<file path="config.mk">
export PLATFORM = sky130hd
export DESIGN_NAME = day1_line_parser
export DESIGN_NICKNAME = d
export VERILOG_FILES = /design/src/rtl/day1_pkg.sv /design/src/rtl/day1_digit_acc.sv /design/src/rtl/day1_line_parser.sv
export SDC_FILE = /design/constraint.sdc
export NUM_CORES = 1
export LEC_CHECK = 0
export CELL_PAD_IN_SITES_DETAIL_PLACEMENT = 0
export CELL_PAD_IN_SITES_GLOBAL_PLACEMENT = 1
export CORE_ASPECT_RATIO = 1.75
export CORE_MARGIN = 10
export CORE_UTILIZATION = 40
export CTS_CLUSTER_SIZE = 8
export DETAILED_ROUTE_END_ITERATION = 16
export GPL_ROUTABILITY_DRIVEN = 0
export MAX_ROUTING_LAYER = met4
export PLACE_DENSITY_LB_ADDON = 0.1
export SETUP_SLACK_MARGIN = 0.15
export SLEW_MARGIN = 20
export SYNTH_ARGS = -nofsm -noshare
export SYNTH_HDL_FRONTEND = slang
export SYNTH_HIERARCHICAL = 1
export SYNTH_SLANG_ARGS = --single-unit
</file>
<file path="constraint.sdc">
create_clock -name clk -period 3.8 [get_ports clk]
set_input_delay 0.57 -clock clk [delete_from_list [all_inputs] [get_ports clk]]
set_output_delay 0.57 -clock clk [all_outputs]
set_load 0.05 [all_outputs]
</file>
<file path="src/rtl/day1_pkg.sv">
// Shared constants and state encoding for the day-1 ASCII line parser.
package day1_pkg;

  localparam int N_W_DEFAULT        = 32;
  localparam int MAX_DIGITS_DEFAULT = 9;

  localparam logic [7:0] CH_L  = 8'h4C;
  localparam logic [7:0] CH_R  = 8'h52;
  localparam logic [7:0] CH_LF = 8'h0A;
  localparam logic [7:0] CH_CR = 8'h0D;
  localparam logic [7:0] CH_0  = 8'h30;
  localparam logic [7:0] CH_9  = 8'h39;

  typedef enum logic [2:0] {
    ST_IDLE   = 3'd0,
    ST_DIGITS = 3'd1,
    ST_EMIT   = 3'd2,
    ST_DONE   = 3'd3,
    ST_ERR    = 3'd4
  } parser_state_e;

endpackage

</file>
<file path="src/rtl/day1_digit_acc.sv">
// Decimal magnitude accumulator: mag = mag*10 + digit, with a digit counter.
// overflow flags a step that would push the digit count past MAX_DIGITS.
module day1_digit_acc
  import day1_pkg::*;
#(
  parameter int N_W        = N_W_DEFAULT,
  parameter int MAX_DIGITS = MAX_DIGITS_DEFAULT
) (
  input  logic           clk,
  input  logic           rst,
  input  logic           clear,
  input  logic           step,
  input  logic [3:0]     digit,
  output logic [N_W-2:0] mag,
  output logic           has_digits,
  output logic           overflow
);

  localparam int CNT_W = $clog2(MAX_DIGITS + 1);

  logic [CNT_W-1:0] count;
  logic [N_W-2:0]   mag_x10;
  logic [N_W-2:0]   mag_next;

  // x10 as x8 + x2; MAX_DIGITS is chosen so this never wraps
  assign mag_x10    = (mag << 3) + (mag << 1);
  assign mag_next   = mag_x10 + (N_W-1)'(digit);
  assign overflow   = step && (count == CNT_W'(MAX_DIGITS));
  assign has_digits = (count != '0);

  always_ff @(posedge clk or negedge rst) begin
    if (!rst) begin
      mag   <= '0;
      count <= '0;
    end else if (clear) begin
      mag   <= '0;
      count <= '0;
    end else if (step && !overflow) begin
      mag   <= mag_next;
      count <= count + 1'b1;
    end
  end

endmodule

</file>
<file path="src/rtl/day1_line_parser.sv">
// Streaming byte parser turning L/R rotation text lines into signed rotation records.
// Optional saturating record counter enabled by DAY1_PARSER_STATS_EN.
module day1_line_parser
  import day1_pkg::*;
#(
  parameter int N_W        = N_W_DEFAULT,
  parameter int MAX_DIGITS = MAX_DIGITS_DEFAULT
) (
  input  logic           clk,
  input  logic           rst,
  input  logic           in_valid,
  input  logic [7:0]     in_data,
  input  logic           in_last,
  output logic           in_ready,
  output logic           out_valid,
  input  logic           out_ready,
  output logic           out_dir,
  output logic [N_W-1:0] out_n,
  output logic           done,
  output logic           err,
  output logic [31:0]    rec_count,
  output parser_state_e  dbg_state
);

  // Handshakes: a transfer happens on a rising edge where valid && ready;
  // the source holds its payload stable while valid && !ready.

  parser_state_e  state, state_n;
  logic           accept, is_digit, is_term, is_dir;
  logic           acc_clear, acc_step, acc_ovf, acc_any;
  logic [N_W-2:0] mag;
  logic [N_W-1:0] mag_ext;
  logic           dir_q, dir_load;
  logic           last_q, last_load;

  assign in_ready  = (state == ST_IDLE) || (state == ST_DIGITS);
  assign accept    = in_valid && in_ready;
  assign is_digit  = (in_data >= CH_0) && (in_data <= CH_9);
  assign is_term   = (in_data == CH_LF) || (in_data == CH_CR);
  assign is_dir    = (in_data == CH_L) || (in_data == CH_R);

  assign out_valid = (state == ST_EMIT);
  assign done      = (state == ST_DONE);
  assign err       = (state == ST_ERR);
  assign dbg_state = state;
  assign out_dir   = dir_q;
  assign mag_ext   = {1'b0, mag};
  assign out_n     = dir_q ? mag_ext : -mag_ext;

  day1_digit_acc #(
    .N_W        (N_W),
    .MAX_DIGITS (MAX_DIGITS)
  ) u_acc (
    .clk        (clk),
    .rst        (rst),
    .clear      (acc_clear),
    .step       (acc_step),
    .digit      (in_data[3:0]),
    .mag        (mag),
    .has_digits (acc_any),
    .overflow   (acc_ovf)
  );

  always_ff @(posedge clk or negedge rst) begin
    if (!rst) begin
      state  <= ST_IDLE;
      dir_q  <= 1'b0;
      last_q <= 1'b0;
    end else begin
      state <= state_n;
      if (dir_load)  dir_q  <= (in_data == CH_R);
      if (last_load) last_q <= in_last;
    end
  end

  always_comb begin
    state_n   = state;
    acc_clear = 1'b0;
    acc_step  = 1'b0;
    dir_load  = 1'b0;
    last_load = 1'b0;
    case (state)
      ST_IDLE: begin
        if (accept) begin
          if (is_dir) begin
            if (in_last) begin
              state_n = ST_ERR;
            end else begin
              dir_load  = 1'b1;
              acc_clear = 1'b1;
              state_n   = ST_DIGITS;
            end
          end else if (is_term) begin
            if (in_last) state_n = ST_DONE;
          end else begin
            state_n = ST_ERR;
          end
        end
      end
      ST_DIGITS: begin
        if (accept) begin
          if (is_digit) begin
            acc_step = 1'b1;
            // a digit carrying in_last doubles as the line terminator
            if (acc_ovf) begin
              state_n = ST_ERR;
            end else if (in_last) begin
              last_load = 1'b1;
              state_n   = ST_EMIT;
            end
          end else if (is_term && acc_any) begin
            last_load = 1'b1;
            state_n   = ST_EMIT;
          end else begin
            state_n = ST_ERR;
          end
        end
      end
      ST_EMIT: begin
        if (out_ready) state_n = last_q ? ST_DONE : ST_IDLE;
      end
      ST_DONE: state_n = ST_DONE;
      ST_ERR:  state_n = ST_ERR;
      default: state_n = ST_ERR;
    endcase
  end

`ifdef DAY1_PARSER_STATS_EN
  logic [31:0] rec_count_q;

  always_ff @(posedge clk or negedge rst) begin
    if (!rst) begin
      rec_count_q <= '0;
    end else if (out_valid && out_ready && (rec_count_q != '1)) begin
      rec_count_q <= rec_count_q + 1'b1;
    end
  end

  assign rec_count = rec_count_q;
`else
  assign rec_count = '0;
`endif

endmodule
</file>
==> summary.md <==
| Metric | Value |
|---|---|
| CTS Buf Count | `5` |
| # hold bufs at CTS | `0` |
| Final worst slack | `0.363 ns` |
| Synth unique cells | `~80` |
| Period minus WS final | `3.44 ns` |
| Final wirelength | `roughly 17000 um` |
| Die area | `17500 um^2` |
| Clock Tree Root | `clkbuf_16` |
| Slew @ Worst Pin | `0.957 ns` |
| Post-synth EDFFs | `0` |
| Sequential share of the synthesized area | `0.201` |
| Worst EP arrival | `3.63 ns` |
| Max VDD drop | `between 100 and 150 uV` |
| Initial Util | `0.404` |
| Mux share of post-synthesis cell area | `0.0125` |
| # rows | `54` |
| Hold Crit Class | `in2async` |
| Vias in the first global route | `5016` |
| Max Clk Rate | `approximately 0.29 GHz` |
| YS warnings | `6` |
| Slew HR | `0.362` |
| Hpwl dp | `13600 um` |
| Crit. End Element | `register` |
| Core footprint | `12400 um^2` |
| DRC violation count after routing | `0` |
| Initial DRC count | `210` |
| Slowest CP cell | `clkdlybuf4s50_1` |
| Most frequent cells in the layout | `nand2_1 (64), a21oi_1 (64), ha_1 (60)` |
| Post-Synth Adder-Cell Area | `0.158` |
| Setup TNS Final | `0 ns` |
| Final setup fails | `0` |
| Pwr Density | `185 nW/um^2` |
| GRT Util Overall | `0.194` |
| Max stage delay on crit path | `~0.52 ns` |
| Largest family of logic cells by synthesized area | `compound AO/OA/AOI/OAI gates` |
| Postcts setup bufs | `0` |
| Layout area overhead | `15.7%` |
| Clock latency on the worst-skew pair | `0.29 ns` |
| WP data required | `4.00 ns` |
| Max Fanout on Critical Path | `5` |
| Number of detailed-route iterations in the first pass | `4` |
| Syn_area_per_cell | `7.93 um^2` |
| Diode count | `0` |
| Overflow after GRT | `0` |
| Filler instances | `1246` |
| Reg2Reg Depth | `9` |
| Vias/cell | `5.49` |
| Synth Area in Simple Gates | `0.223` |
| First-pass GRT wire length | `26900 um` |
| CTS tree | `done` |
| Post-route ant nets | `0` |
| Largest net degree at the start of global routing | `41` |
| Vert. Die Dim | `168 um` |
| P_leak | `about 3.0 nW` |
| Initial antenna violation count | `0` |
| CTS clock-pin slew for the worst setup and hold paths | `0.07 ns` |
| Fin crit share | `0.904` |
| I/O Buffers | `between 50 and 60` |
| Post-synthesis compound-gate area fraction | `0.229` |
| Xor/xnor share of the synthesized area | `0.0790` |
| Startpoint types | `input pin` |
| R2R Path Start | `u_acc/mag[15]` |
| Synth Instances | `between 600 and 700` |
| I/O pin total | `between 80 and 90` |
| Share of layout cells above drive strength 1 | `0.102` |
| Post-synthesis cell area | `4990 um^2` |
| Max Clock Skew | `0.00774 ns` |
| RSZ-0062 raised after global routing | `false` |
| Most used cell, CP | `fa_1` |
| Crit-path cells | `clkdlybuf4s50_1 -> inv_1 -> fa_1 -> fa_1 -> nand2b_1 -> a21oi_2 -> o21ai_2 -> a31oi_4 -> o21ai_4 -> or3_1 -> a311oi_2` |
| Slew Viols, Final | `0` |
| Die Wd | `approximately 100 um` |
| Layout Nets | `760` |
| Status | `finished clean` |
| Synthesis-stage register bit count | `40` |
| Clock sinks | `40` |
| Vias | `roughly 4.7k` |
| DR WL/cell | `19.7 um` |
| R2R Path End | `u_acc/mag[25]` |
| Asr flop ratio synth | `1.00` |
| CP Launch Point | `in_data[3]` |
| Max Buffers Root-to-Sink | `2` |
| H-tree Lvls | `2` |
| Number of max-cap violations | `0` |
| Fin. Hold Viols | `0` |
| Flop-to-flop setup slack | `0.59 ns` |
| Tot Pwr | `0.00107 W` |
| Critical path class | `in2reg` |
| Most used DFF post-synth | `dfrtp_1` |
| Placement Setup Slack | `0.0495 ns` |
==> metal layers <==
layer  share of wire  track usage  up-vias
li1                -            -     2311
met1            0.36        0.181     2249
met3           0.027       0.0222       38
met5               0            -        -
met4           0.034       0.0918        0
met2            0.58        0.380       93
==> how the worst max path moves through the flow <==
stage / to / slack [ns] / cells after the start
2_1_floorplan: u_acc/mag[26] / 0.60 / 10
3_3_place_gp: out_n[26] / 0.08 / 6
3_5_place_dp: u_acc/mag[12] / 0.05 / 11
4_1_cts: out_n[26] / 0.08 / 6
5_1_grt: u_acc/mag[12] / 0.16 / 11
6_report: u_acc/mag[22] / 0.36 / 11
==> cells in the mapped netlist, drive strengths merged, types with 10 or more instances <==
master	instances	area [um^2]
a21o	15	114
a21oi	67	347
and3	10	62.6
buf	41	288
clkbuf	15	56.3
dfrtp	40	1000
ha	60	751
inv	37	139
nand2	64	240
nand3	18	90.1
nand4	10	62.6
nor2	53	199
nor3	18	118
o21ai	25	140
xnor2	15	131
xor2	30	263
==> where the power goes <==
group / internal (W) / total [W] / switching, W
clock: 0.000263 / 0.000446 / 0.000183
combinational: 0.0000429 / 0.000194 / 0.000151
sequential: 0.000427 / 0.000428 / 0.00000119
total: 0.000732 / 0.00107 / 0.000335
==> flip-flops by register name (all words and copies together), names as in the netlist <==
register,count
u_acc/mag,31
dbg_state,3
last_q,1
u_acc/count,4
out_dir,1
==> what timing repair did <==
action                                 4_1_cts  5_1_grt
resized for setup                            6        1
setup endpoints to repair                    7        1
endpoints found under the hold margin        0        0
==> per-stage QoR <==
| stage | utilization | hold WS, ns | cells | cell area [um^2] |
|---|---|---|---|---|
| global placement | 0.455 | 0.543 | 846 | 5620 |
| CTS | 0.467 | 0.512 | 854 | 5770 |
| detailed placement | 0.455 | 0.571 | 846 | 5620 |
| global route | 0.467 | 0.320 | 854 | 5780 |
| floorplan | - | 0.274 | 660 | 5110 |
| finish | 0.467 | 0.271 | 854 | 5780 |
==> final cells by class <==
cell class | instances | area (um^2) | share of cell area
multi-input combinational | 527 | 3630 | 0.628
sequential | 40 | 1000 | 0.173
timing repair buffer | 74 | 649 | 0.112
tap | 168 | 210 | 0.0364
clock buffer | 8 | 146 | 0.0253
inverter | 37 | 139 | 0.0240
==> kinds of logic after synthesis <==
| family | count (synthesis) |
|---|---|
| simple gates | 216 |
| compound gates | 166 |
| buf+inv | 93 |
| fa+ha+maj | 62 |
| xor+xnor | 45 |
| flops | 40 |
| mux | 6 |
| other cells | 1 |
==> worst max-delay path, delay by kind of cell <==
| family | cells | cell delay, ns |
|---|---|---|
| compound gates | 5 | 0.92 |
| buf+inv | 2 | 0.62 |
| simple gates | 2 | 0.58 |
| fa+ha+maj | 2 | 0.95 |
Power figures use the tool's default switching activity.
